$ cat config.mk
export PLATFORM = sky130hd
export DESIGN_NAME = sar_search8
export DESIGN_NICKNAME = d
export VERILOG_FILES = /design/src/rtl/sar_pkg.sv /design/src/rtl/sar_settle_timer.sv /design/src/rtl/sar_search8.sv
export SDC_FILE = /design/constraint.sdc
export NUM_CORES = 1
export LEC_CHECK = 0
export CELL_PAD_IN_SITES_DETAIL_PLACEMENT = 0
export CELL_PAD_IN_SITES_GLOBAL_PLACEMENT = 2
export CORE_MARGIN = 2
export CORE_UTILIZATION = 30
export DETAILED_ROUTE_END_ITERATION = 8
export PLACE_DENSITY_LB_ADDON = 0.1
export SETUP_SLACK_MARGIN = 0.4
export SYNTH_ARGS = -nofsm -noshare
export SYNTH_HDL_FRONTEND = slang
export SYNTH_HIERARCHICAL = 1
export SYNTH_SLANG_ARGS = --single-unit
$ cat constraint.sdc
create_clock -name clk -period 3.48 [get_ports clk]
set_input_delay 0.522 -clock clk [delete_from_list [all_inputs] [get_ports clk]]
set_output_delay 0.522 -clock clk [all_outputs]
set_load 0.01 [all_outputs]
$ cat src/rtl/sar_pkg.sv
// Shared definitions for the successive-approximation search engine:
// FSM states, settle-counter width and comparator verdict decoding.
package sar_pkg;

    localparam int unsigned SETTLE_W = 4;

    typedef enum logic [1:0] {
        IDLE = 2'd0,
        TRY  = 2'd1,
        DONE = 2'd2
    } sarState_t;

    typedef enum logic [1:0] {
        V_GT  = 2'd0,
        V_LT  = 2'd1,
        V_EQ  = 2'd2,
        V_BAD = 2'd3
    } verdict_t;

    // Anything other than exactly one asserted flag is an illegal verdict.
    function automatic verdict_t decodeVerdict(input logic gt, input logic lt, input logic eq);
        verdict_t v;
        case ({gt, lt, eq})
            3'b100:  v = V_GT;
            3'b010:  v = V_LT;
            3'b001:  v = V_EQ;
            default: v = V_BAD;
        endcase
        return v;
    endfunction

endpackage

$ cat src/rtl/sar_settle_timer.sv
// Loadable down-counter: holds each trial for loadValue+1 cycles and flags
// the cycle on which the comparator verdict is to be sampled.
module sar_settle_timer
    import sar_pkg::*;
#(
    parameter int unsigned W = SETTLE_W
) (
    input  logic         clk,
    input  logic         rst_n,
    input  logic         load,
    input  logic [W-1:0] loadValue,
    output logic         sample
);

    logic [W-1:0] count;

    always_ff @(posedge clk or negedge rst_n) begin
        if (!rst_n) begin
            count <= '0;
        end else if (load) begin
            count <= loadValue;
        end else if (count != '0) begin
            count <= count - W'(1);
        end
    end

    assign sample = (count == '0);

endmodule

$ cat src/rtl/sar_search8.sv
// Successive-approximation search: presents trial codes MSB first, consumes
// gt/lt/eq verdicts and resolves the target, exiting early on equality.
module sar_search8
    import sar_pkg::*;
#(
    parameter int unsigned WIDTH  = 8,
    parameter int unsigned SETTLE = 0
) (
    input  logic             clk,
    input  logic             rst_n,
    input  logic             start,
    input  logic             cmp_gt,
    input  logic             cmp_lt,
    input  logic             cmp_eq,
    output logic [WIDTH-1:0] trial,
    output logic             busy,
    output logic             done,
    output logic [WIDTH-1:0] result,
    output logic             exact,
    output logic             err
);

    localparam int unsigned IDX_W = (WIDTH > 1) ? $clog2(WIDTH) : 1;

    sarState_t        state, stateNext;
    logic [IDX_W-1:0] idx, idxNext;
    logic [WIDTH-1:0] acc, accNext;
    logic [WIDTH-1:0] resultNext;
    logic             exactNext, errNext;
    logic [WIDTH-1:0] trialCode;
    logic             timerLoad;
    logic             sample;
    verdict_t         verdict;

    sar_settle_timer #(.W(SETTLE_W)) uTimer (
        .clk       (clk),
        .rst_n     (rst_n),
        .load      (timerLoad),
        .loadValue (SETTLE_W'(SETTLE)),
        .sample    (sample)
    );

    // acc holds the bits already resolved; the bit under test rides on top.
    assign trialCode = acc | (WIDTH'(1) << idx);
    assign verdict   = decodeVerdict(cmp_gt, cmp_lt, cmp_eq);

    always_comb begin
        stateNext  = state;
        idxNext    = idx;
        accNext    = acc;
        resultNext = result;
        exactNext  = exact;
        errNext    = err;
        timerLoad  = 1'b0;

        case (state)
            IDLE, DONE: begin
                if (start) begin
                    stateNext  = TRY;
                    idxNext    = IDX_W'(WIDTH - 1);
                    accNext    = '0;
                    resultNext = '0;
                    exactNext  = 1'b0;
                    errNext    = 1'b0;
                    timerLoad  = 1'b1;
                end else begin
                    stateNext = IDLE;
                end
            end

            TRY: begin
                if (sample) begin
                    case (verdict)
                        V_EQ: begin
                            stateNext  = DONE;
                            resultNext = trialCode;
                            exactNext  = 1'b1;
                        end
                        V_BAD: begin
                            stateNext  = DONE;
                            resultNext = '0;
                            errNext    = 1'b1;
                        end
                        default: begin
                            if (verdict == V_LT) begin
                                accNext = trialCode;
                            end
                            if (idx == '0) begin
                                stateNext  = DONE;
                                resultNext = accNext;
                            end else begin
                                idxNext   = idx - IDX_W'(1);
                                timerLoad = 1'b1;
                            end
                        end
                    endcase
                end
            end

            default: stateNext = IDLE;
        endcase
    end

    always_ff @(posedge clk or negedge rst_n) begin
        if (!rst_n) begin
            state  <= IDLE;
            idx    <= '0;
            acc    <= '0;
            result <= '0;
            exact  <= 1'b0;
            err    <= 1'b0;
        end else begin
            state  <= stateNext;
            idx    <= idxNext;
            acc    <= accNext;
            result <= resultNext;
            exact  <= exactNext;
            err    <= errNext;
        end
    end

    assign trial = (state == TRY) ? trialCode : '0;
    assign busy  = (state == TRY);
    assign done  = (state == DONE);

endmodule

# [After elaboration in Yosys (flattened, before gate mapping)]
# Index checks and enable logic that the tools add are counted.
# W data, S select, Z words.
[classes] multipliers=0 order_cmp=0 n_shift=1 n_reduce_logical=14 n_eq_ne=16 n_bitwise=1 muxes=35 n_addsub=2 n_div=0
[ops] operator="$mux W8" count=7
[ops] operator="$pmux W8 S2" count=3
[ops] operator="$reduce_and A4 Y1" count=4
[ops] operator="$mux W3" count=4
[ops] operator="$mux W1" count=10
[ops] operator="$mux W4" count=2
[ops] operator="$or A8 B8 Y8" count=1
[ops] operator="$shl A1 B3 Y8 const A" count=1
[ops] operator="$eq A2 B2 Y1 const B" count=3
[ops] operator="$mux W2" count=3
[ops] operator="$ne A2 B1 Y1 const B" count=3
[ops] operator="$ne A2 B2 Y1 const B" count=3
[ops] operator="$pmux W1 S2" count=3
[ops] operator="$pmux W2 S3" count=1
[ops] operator="$pmux W3 S2" count=1
[ops] operator="$reduce_and A5 Y1" count=1
[ops] operator="$eq A2 B1 Y1 const B" count=2
[ops] operator="$logic_not A4 Y1" count=1
[ops] operator="$ne A4 B1 Y1 const B" count=1
[ops] operator="$pmux W2 S2" count=1
[ops] operator="$reduce_bool A2 Y1" count=2
[ops] operator="$reduce_bool A4 Y1" count=1
[ops] operator="$reduce_or A2 Y1" count=2
[ops] operator="$sub A4 B1 Y4 const B" count=1
[ops] operator="other kinds (8)" count=8
[totals] output_inout_bits=20 elab_cells=76 rom_bits=0 mem_bits_rw=0 in_bits=6 latchBits=0 reg_bits=27 memories=0

# [Depth between registers and ports, before layout]
# Gate-level depths: netlist (run 1).
[logic_depth] ltp_word=8 depth_mapped=9 mapped_depth_nobuf=8

# [Modules after synthesis]
# The synthesis (run 1) kept the hierarchy.
[modules_own_cells] module="sar_search8" cells_each=110 seq_area_each_um2=575.6 area_each_um2=1228.7 instances=1
[modules_own_cells] module="sar_settle_timer" cells_each=22 seq_area_each_um2=100.1 area_each_um2=234.0 instances=1

# [Least setup slack after synthesis (run 1)]
# No wires, ideal clock.
[synth_timing] path_type="reg2reg" from="reg uTimer.count[0]" to="reg uTimer.count[3]" path_stages_with_launch=10 t_required_ns=3.354 arrival_ns=2.291 setup_slack_ns=1.063 setup_ns=0.126 path_buffers=1 period_less_slack_ns=2.417 path_cell_list="dfrtp_1 -> inv_1 -> ha_1 -> nor3b_4 -> nand3b_1 -> nor4_4 -> or2_2 -> clkbuf_1 -> nor3_1 -> a221o_1"
[synth_between] elab_chain_len=4 elab_cells_between_ends=8 cone_classes="add/sub: 1; mux: 4; reduce/logical: 3"
[synth_rtl] item="from (decl)" line_no="sar_settle_timer.sv:15" text="logic [W-1:0] count;"
[synth_rtl] item="from (signal assigned)" line_no="sar_settle_timer.sv:21" text="count <= loadValue;"
[synth_rtl] item="from (signal assigned)" line_no="sar_settle_timer.sv:23" text="count <= count - W'(1);"
[synth_rtl] item="$logic_not A4 Y1 (*)" line_no="sar_settle_timer.sv:27" text="assign sample = (count == '0);"
[synth_rtl] item="net sample" line_no="sar_search8.sv:32" text="logic sample;"
[synth_rtl] item="$mux W1 (*)" line_no="sar_search8.sv:72" text="if (sample) begin"
[synth_rtl] item="$pmux W1 S2 (*)" line_no="sar_search8.sv:56" text="case (state)"
[synth_rtl] item="net timerLoad" line_no="sar_search8.sv:31" text="logic timerLoad;"
[synth_rtl] item="$mux W4 or $reduce_bool A2 Y1 (tied branches)"
# Mark *: on every way through the listed nets, which the timed path passes. The rest lies on a longest branch. The select of a mux whose other input is x is not followed.
# A chain may end at the register's enable or synchronous reset.

# [Worst setup path in the final report (run 1)]
[layout_timing] from="reg idx[0]" to="out trial[0]"
[layout_between] elab_chain_len=3
[layout_rtl] item="from (decl)" line_no="sar_search8.sv:26" text="logic [IDX_W-1:0] idx, idxNext;"
[layout_rtl] item="from (signal assigned)" line_no="sar_search8.sv:114" text="idx <= idxNext;"
[layout_rtl] item="$shl A1 B3 Y8" line_no="sar_search8.sv:44" text="assign trialCode = acc | (WIDTH'(1) << idx);"
[layout_rtl] item="$or A8 B8 Y8" line_no="sar_search8.sv:44"
[layout_rtl] item="$mux W8" line_no="sar_search8.sv:122" text="assign trial = (state == TRY) ? trialCode : '0;"
[layout_rtl] item="to (decl)" line_no="sar_search8.sv:15" text="output logic [WIDTH-1:0] trial,"
# No other way between the ends.

==> out/qor.yml, run 1 <==
yosys:
  synth-edff-count: 0
  synth_top_area_share_pct: 46.19
  yosysSeqAreaShare_pct: 46.19
  ys.flop_type: "dfrtp_1"
  yosys-top-cells-count: "27 x dfrtp_1, 13 x nor2_1, 10 x a21oi_1"
  synthTopCellsByArea: "dfrtp_1 46%, ha_1 5.1%, o22a_1 4.8%"
  synth_top_area_cell: "dfrtp_1"
  netlist_area_um2: 1463
  yosys.cell_types.count: 39
  synthCells: 132
  avgSynthCellArea_um2: 11.08
  yosysWarnings: 6
  synth_most_common_cell: "dfrtp_1"
  synth-seq-cells: 27
  synthArstFlopShare_pct: 100.0
worst_hold_path:
  worst_hold_path_type: "reg2reg"
cells_and_area:
  multi_input_area_um2: 750.7
  fillerInstances: 474
  fin_area_um2: 1837
  diodes: 0
  post-route-util_pct: 38.89
  final_nets: 173
  area_delta_synth_final_pct: 25.58
  drive_above_1_share_pct: 13.13
  regArea_um2: 675.6
die:
  die_h_um: 73.83
  fp.dieW_um: 73.83
  start_util_pct: 30.97
  ios: 26
  core_area_um2: 4723
  fp-row-count: 25
  die_area_um2: 5450
timing:
  report.final.slew_viol_count: 0
  setup_viol: 0
  holdWs_ns: 0.4980
  min_period_over_period_pct: 77.57
  fin_skew_ns: 0.002190
  fin_setup_tns_ns: 0
  hold_viol: 0
  fin_crit_ns: 2.699
  final.setup.worst_slack_ns: 0.7805
  worstMarginPinSlew_ns: 0.6462
  max_freq_ghz: 0.3704
  grt_setup_unrepaired: "no"
  max_slew_margin_pct: 56.83
pwr:
  power.density_nw_per_um2: 744.8
  peakVddDrop_mv: 0.3517
  p_leak_nw: 0.7926
critical_path:
  rr_worst_depth: 8
  rr_startpoint: "uTimer/count[0]$_DFFE_PN0P_"
  path_class: "reg2out"
  start_kind: "flip-flop"
  crit_path_end: "trial[0]"
  ff2ff_setup_slack_ns: 0.95
  arrival_ns: 2.18
  path_max_fanout: 5
  cp.required_ns: 2.96
  critPathLaunch: "idx[0]$_DFFE_PN0P_"
  r2r-end: "uTimer/count[3]$_DFFE_PN0P_"
  worst_setup_path_end_kind: "output port"
cts:
  cts_max_level: 1
  clk_pin_slew_ns: 0.10
  hold_buffers: 0
  insertion_delay_ns: 0.27
  clock-root-buffer: "clkbuf_8"
  clock-sinks: 27
  cts_tree: "done"
  clockBufferDepth: 2
  cts_made_buffers: 3
  post_cts_buffers: 0
  post_cts_resized: 0
placement:
  gp_congestion: 0.7287
  dpl_worst_slack_ns: 0.9602
  dpl_cell_area_um2: 1790
  dp_hpwl_um: 2235
  io_buffers: 25
route:
  ant_nets: 0
  route.detailed.drc: 0
  first_pass_iters: 4
  routed_wirelength_um: 3273
  wl_per_cell_um: 14.42
  vias: 1045
  via_per_inst: 4.604
  drtIter0Drc: 35
global_route:
  grt_pass1_vias: 1097
  grt_overflow: 0
  grt_pass1_wl_um: 5520
  antenna_found_initial: 0
  grt_max_degree: 28
  track_usage_pct: 13.64
run_status:
  status: "finished, final reports clean"
run:
  cap_violations: 0
[cell usage in the layout, fill, tap and decap left out, types with 2 or more instances in the layout]
cell and instances:
dfrtp_1 27, o21ai_0 2, nor3b_1 2, a32o_1 4, inv_1 5, a31oi_1 2
conb_1 4, clkbuf_8 3, o22a_1 8, mux2i_1 3, nand2_1 2, o21a_1 4
a21oi_1 10, ha_1 6, nor3_1 4, xnor2_1 2, nor2b_1 5, nor2_1 13
a22o_1 4, clkdlybuf4s50_1 25, nand2b_1 2, or2_2 5
[layout make-up]
cell class,instances,area share (%)
clock buffer,3,2.248
clock inverter,1,0.2725
tap,67,4.564
timing repair buffer,26,14.03
inverter,6,1.226
multi-input combinational,97,40.87
sequential,27,36.78
[critical path, stage by stage, from the launching register on]
cell,delay [ns]
dfrtp_1,0.44
inv_1,0.12
ha_1,0.18
nor2b_1,0.35
nor2_1,0.07
nor2_1,0.17
clkdlybuf4s50_1,0.57
[power by group]
part | internal [W] | switching (W)
logic | 0.000338 | 0.000352
registers | 0.000417 | 0.0000770
clock network | 0.0000803 | 0.000104
total | 0.000835 | 0.000533
[worst min-delay path by stage]
| stage | start | endpoint | slack (ns) | cells past startpoint |
|---|---|---|---|---|
| 6_report | result[1]$_DFFE_PN0P_ | result[1]$_DFFE_PN0P_ | 0.50 | 1 |
| 5_1_grt | result[3]$_DFFE_PN0P_ | result[3]$_DFFE_PN0P_ | 0.52 | 1 |
| 4_1_cts | result[1]$_DFFE_PN0P_ | result[1]$_DFFE_PN0P_ | 0.50 | 1 |
| 3_5_place_dp | result[1]$_DFFE_PN0P_ | result[1]$_DFFE_PN0P_ | 0.48 | 1 |
| 3_3_place_gp | result[1]$_DFFE_PN0P_ | result[1]$_DFFE_PN0P_ | 0.47 | 1 |
| 2_1_floorplan | rst_n | acc[0]$_DFFE_PN0P_ | 0.23 | 0 |
[state kept, by name, summed over array words and instances, names as in the netlist]
name,cells
acc,8
err,1
exact,1
idx,3
result,8
state,2
uTimer/count,4
[kinds of logic (layout without fill, tap and decap cells)]
| logic type | Yosys count | after routing | share of synthesized area [%] |
|---|---|---|---|
| xor gates and xnor gates | 3 | 3 | 2.310 |
| adders and majority gates | 6 | 6 | 5.132 |
| AOI/OAI and AO/OA | 41 | 41 | 22.67 |
| and+or+nand+nor | 39 | 39 | 17.37 |
| buffers and inverters | 11 | 36 | 3.251 |
| muxes | 4 | 4 | 2.823 |
| other | 1 | 4 | 0.2564 |
| DFF | 27 | 27 | 46.19 |
[stage by stage]
step	total power, W	cells
finish	0.001368	227
global route	0.001491	227
CTS	0.001388	227
detailed placement	0.001199	223
global placement	0.001191	223
floorplan	0.0009449	135
[routing by layer]
| layer | up-vias | routed length (um) | part of all wire, % | GRT usage, % |
|---|---|---|---|---|
| met3 | 2 | 71 | 2.2 | 2.058 |
| met1 | 507 | 1618 | 49 | 18.14 |
| met4 | 0 | 23 | 0.70 | 4.646 |
| met2 | 12 | 1558 | 48 | 22.52 |
| li1 | 524 | - | - | - |
| met5 | - | 0 | 0 | 0 |
Note: power is estimated with default switching activity, not from simulation.
==> run 2, diff against run 1 <==
- clock period: 3.48 -> 2.6 ns (I/O delays scaled with it)
==> run 2 against run 1 <==
First-iteration DRC count increased by 60%. Die area unchanged. Highest routed layer unchanged. Wire length increased by 3.5%. Global-route usage increased by 0.093 points. Worst hold slack got worse by 0.015 ns. Non-clock buffer count increased by 7. Critical path type unchanged. Largest power group unchanged. Utilization increased by 1.9 points. Total power increased by 39%. Final cell count increased by 3.1%. Final area increased by 4.8%. Clock-buffer cell count increased by 1. Combinational power increased by 41%.
==> out/qor.yml, run 2 (same netlist as run 1, synthesis figures left out) <==
cts:
  clockBufferDepth: 2  # unchanged
  clock-sinks: 27  # unchanged
  cts_made_buffers: 3  # unchanged
  insertion_delay_ns: 0.28  # about the same
  hold_buffers: 0  # unchanged
  clock-root-buffer: "clkbuf_8"
  cts_max_level: 1  # unchanged
  clk_pin_slew_ns: 0.10  # about the same
  cts_tree: "done"
timing:
  hold_viol: 0  # unchanged
  holdWs_ns: 0.4829  # -0.01507 ns
  setup_viol: 0  # unchanged
  max_freq_ghz: 0.4745
  fin_setup_tns_ns: 0  # unchanged
  fin_skew_ns: 0.006846  # +0.004656 ns
  max_slew_margin_pct: 63.20  # +6.4 points
  grt_setup_unrepaired: "yes"
  worstMarginPinSlew_ns: 0.5500  # -0.09629 ns
  report.final.slew_viol_count: 0  # unchanged
  min_period_over_period_pct: 81.06
  fin_crit_ns: 2.108
route:
  drtIter0Drc: 56  # +60%
  via_per_inst: 4.765  # +3.5%
  route.detailed.drc: 0  # unchanged
  wl_per_cell_um: 14.48  # +0.45%
  first_pass_iters: 4  # unchanged
  vias: 1115  # +6.7%
  routed_wirelength_um: 3389  # +3.5%
  ant_nets: 0  # unchanged
die:
  die_area_um2: 5450  # unchanged
  fp-row-count: 25  # unchanged
  ios: 26  # unchanged
  core_area_um2: 4723  # unchanged
  die_h_um: 73.83  # unchanged
  start_util_pct: 30.97  # unchanged
  fp.dieW_um: 73.83  # unchanged
critical_path:
  slowest_stage: "clkdlybuf4s50_1"
  critPathBufInv: 1  # -1
  path_max_fanout: 5  # unchanged
  ff2ff_setup_slack_ns: 0.55  # -0.40 ns
  cp_top_family: "buffers and inverters"
  worst_setup_path_end_kind: "output port"
  path_class: "reg2out"
  path_cells: "ha_1 -> a21oi_1 -> nor2_2 -> clkdlybuf4s50_1"
  arrival_ns: 1.72  # -0.46 ns
  rr_startpoint: "uTimer/count[0]$_DFFE_PN0P_"
  r2r-end: "uTimer/count[3]$_DFFE_PN0P_"
  critical_path.max_stage_delay_ns: 0.55  # -0.02 ns
  start_kind: "flip-flop"
  rr_worst_depth: 8  # unchanged
  critPathLaunch: "idx[0]$_DFFE_PN0P_"
  cp.required_ns: 2.21  # -0.75 ns
cells_and_area:
  diodes: 0  # unchanged
  drive_above_1_share_pct: 22.75  # +9.6 points
  final_common_cell: "dfrtp_1"
  reg_top3: "acc (8), result (8), uTimer/count (4)"
  final_nets: 180  # +4.0%
  area_delta_synth_final_pct: 31.65
  final_cell_mix: "26 x dfrtp_1, 18 x clkdlybuf4s50_1, 10 x a21oi_1"
  fin_area_um2: 1926  # +4.8%
run:
  cap_violations: 0  # unchanged
placement:
  gp_congestion: 0.7017  # -3.7%
  io_buffers: 25  # unchanged
  dp_hpwl_um: 2504  # +12%
  dpl_cell_area_um2: 1826  # +2.0%
global_route:
  track_usage_pct: 13.74  # +0.093 points
  grt_overflow: 0  # unchanged
  grt_pass1_wl_um: 5692  # +3.1%
  antenna_found_initial: 0  # unchanged
  grt_max_degree: 28  # unchanged
  grt_pass1_vias: 1146  # +4.5%
pwr:
  p_leak_nw: 0.8753  # +10%
  power.density_nw_per_um2: 985.5  # +32%
  peakVddDrop_mv: 0.3302  # -6.1%
run_status:
  status: "finished, final reports clean"
worst_hold_path:
  worst_hold_path_type: "in2async"
-- run 2: layout make-up --
type | instances | area [um2]
fillers | 467 | 2798
clock buffers | 4 | 45.04
well taps | 67 | 83.83
repair buffers | 33 | 314.1
multi-input cells | 97 | 783.3
inverters | 6 | 22.52
flip-flops and latches | 27 | 676.9
-- run 2: worst max-delay path by stage --
stage,endpoint,depth (start not counted)
floorplan,uTimer/count[3]$_DFFE_PN0P_,9
global placement,trial[0],6
detailed placement,trial[0],6
CTS,trial[5],5
global route,trial[3],4
finish,trial[3],4
-- run 2: metrics by stage --
step | util (%) | setup slack, ns | total power, W | instances
after global routing | 40.77 | 0.3774 | 0.002040 | 234
after detailed placement | 38.65 | 0.2537 | 0.001645 | 227
after floorplan | - | 0.2761 | 0.001283 | 135
final | 40.77 | 0.4925 | 0.001898 | 234
after global placement | 38.65 | 0.3653 | 0.001619 | 227
after CTS | 39.97 | 0.3308 | 0.001903 | 232
-- run 2: repair_timing --
action / CTS / global route
resized for setup: 9 / 10
setup buffers: 1 / 2
pin swaps: 1 / 1
endpoints found under the setup margin: 9 / 8
-- run 2: per-layer routing --
layer / track usage (%) / part of all wire (%)
met1: 19.52 / 52
met2: 21.23 / 44
met5: 0 / 0
met4: 3.030 / 0.65
met3: 3.155 / 3.4
-- run 2: power by group --
part / internal [W] / switching [W] / leakage, nW / total, W
logic: 0.000477 / 0.000499 / 0.510 / 0.000975
registers: 0.000558 / 0.000116 / 0.343 / 0.000674
clock network: 0.000110 / 0.000138 / 0.0228 / 0.000248
==> run 3, diff against run 2 <==
- clock period: 2.6 -> 2.04 ns (I/O delays scaled with it)
==> run 3 against run 2 <==
First-iteration DRC count up 13%. Wire length up 12%. Total power up 54%. Combinational power up 78%.
==> out/qor.yml, run 3 (same netlist as run 1, synthesis figures left out) <==
global_route:
  grt_max_degree: 28  # unchanged
  antenna_found_initial: 0  # unchanged
  grt_pass1_vias: 1238  # +8.0%
  track_usage_pct: 15.09  # +1.4 points
  grt_pass1_wl_um: 6216  # +9.2%
  grt_overflow: 0  # unchanged
timing:
  hold_viol: 0  # unchanged
  max_freq_ghz: 0.5241
  fin_crit_ns: 1.908
  setup_viol: 0  # unchanged
  report.final.slew_viol_count: 0  # unchanged
  grt_setup_unrepaired: "yes"
  fin_skew_ns: 0.01029  # +0.003442 ns
  min_period_over_period_pct: 93.53
cells_and_area:
  final_cells: 267  # +14%
  final_common_cell: "buf_4"
  drive_above_1_share_pct: 50.00  # +27 points
  final_cell_mix: "31 x buf_4, 26 x dfrtp_1, 15 x clkdlybuf4s50_1, 10 x buf_6"
  final_nets: 213  # +18%
  post-route-util_pct: 48.82  # +8.1 points
  fin_area_um2: 2306  # +20%
  diodes: 0  # unchanged
  reg_top3: "acc (8), result (8), uTimer/count (4)"
  area_delta_synth_final_pct: 57.66
placement:
  gp_congestion: 0.7206  # +2.7%
  io_buffers: 25  # unchanged
  dpl_cell_area_um2: 1923  # +5.3%
  dp_hpwl_um: 2572  # +2.7%
  placed_cells: 238  # +4.8%
pwr:
  power.density_nw_per_um2: 1270  # +29%
  peakVddDrop_mv: 0.4860  # +47%
  p_leak_nw: 1.022  # +17%
die:
  start_util_pct: 30.97  # unchanged
  fp-row-count: 25  # unchanged
  core_area_um2: 4723  # unchanged
  die_h_um: 73.83  # unchanged
  ios: 26  # unchanged
  die_area_um2: 5450  # unchanged
  fp.dieW_um: 73.83  # unchanged
cts:
  cts_max_level: 1  # unchanged
  clockBufferDepth: 2  # unchanged
  cts_tree: "done"
  clk_pin_slew_ns: 0.11  # about the same
  clock-root-buffer: "clkbuf_8"
  insertion_delay_ns: 0.28  # about the same
  clock-sinks: 27  # unchanged
  cts_made_buffers: 3  # unchanged
  hold_buffers: 0  # unchanged
route:
  vias: 1262  # +13%
  routed_wirelength_um: 3783  # +12%
  wl_per_cell_um: 14.17  # -2.2%
  route.detailed.drc: 0  # unchanged
  ant_nets: 0  # unchanged
  first_pass_iters: 4  # unchanged
  via_per_inst: 4.727  # -0.81%
  drtIter0Drc: 63  # +13%
critical_path:
  arrival_ns: 2.07  # +0.35 ns
  start_kind: "flip-flop"
  path_cells: "inv_2 -> ha_4 -> nor3b_4 -> nand3b_1 -> nor4_4 -> or2_4 -> mux2_2"
  rr_startpoint: "uTimer/count[0]$_DFFE_PN0P_"
  slowest_stage: "dfrtp_1"
  critPathLaunch: "uTimer/count[0]$_DFFE_PN0P_"
  path_max_fanout: 4  # -1
  path_class: "reg2reg"
  critical_path.max_stage_delay_ns: 0.40  # -0.15 ns
  rr_worst_depth: 7  # -1
  cp.required_ns: 2.20  # about the same
  worst_setup_path_end_kind: "flip-flop"
worst_hold_path:
  worst_hold_path_type: "in2async"
run:
  cap_violations: 0  # unchanged
run_status:
  status: "finished, final reports clean"
run 3: changes by cell type in the layout (fill, tap and decap cells not counted), moves of 3 or more:
cell,previous run,this run
a21oi_1,10,3
ha_4,0,5
clkdlybuf4s50_1,18,15
buf_2,0,7
buf_4,8,31
ha_1,5,1
nor2_2,5,8
a21oi_2,0,7
inv_1,3,0
nor2_1,8,5
buf_6,0,10
dlymetal6s2s_1,3,0
run 3: metal layers:
layer  GRT usage, %  wire [um]
met4          4.242         25
met5              0          0
met1          21.04       1792
met2          24.40       1838
met3          2.058        126
run 3: worst paths after layout:
check	endpoint	slack [ns]
setup / recovery	uTimer/count[1]$_DFFE_PN0P_	0.13
max in group asynchronous	idx[2]$_DFFE_PN0P_	1.35
min in group clk	result[3]$_DFFE_PN0P_	0.50
setup reg to reg	uTimer/count[1]$_DFFE_PN0P_	0.13
hold / removal	result[0]$_DFFE_PN0P_	0.40
hold reg to reg	result[3]$_DFFE_PN0P_	0.50
run 3: layout make-up:
type                            instances  area, um2
Multi-Input combinational cell         97      918.4
Tap cell                               67      83.83
Sequential cell                        27      676.9
Inverter                                6      25.02
Fill cell                             451       2417
Timing Repair Buffer                   66      553.0
Clock buffer                            3      41.29
Clock inverter                          1      7.507
run 3: repair_timing:
item / 4_1_cts / 5_1_grt
pin swaps: 15 / 11
resized for setup: 73 / 8
setup endpoints to repair: 33 / 31
buffers inserted: 20 / 5
run 3: report_power, final:
group / internal (W) / switching [W]
combinational: 0.000946 / 0.000798
sequential: 0.000711 / 0.000152
clock: 0.000139 / 0.000183
total: 0.00180 / 0.00113
run 3: stage by stage:
stage	hold slack, ns	total power [W]	setup TNS (ns)	worst slack (ns)
floorplan	0.01041	0.001663	-0.6110	-0.2839
global placement	0.4763	0.002163	0	0.01991
CTS	0.4136	0.002843	0	0.1171
detailed placement	0.4865	0.002191	-0.07195	-0.02397
global route	0.4136	0.003154	0	0.04236
finish	0.4039	0.002929	0	0.1320
run 3: critical path, delay by kind of cell (launching register included):
| family | cells | cell delay (ns) |
|---|---|---|
| simple gates | 4 | 0.87 |
| flops | 1 | 0.40 |
| mux | 1 | 0.33 |
| fa+ha+maj | 1 | 0.13 |
| buf+inv | 1 | 0.08 |
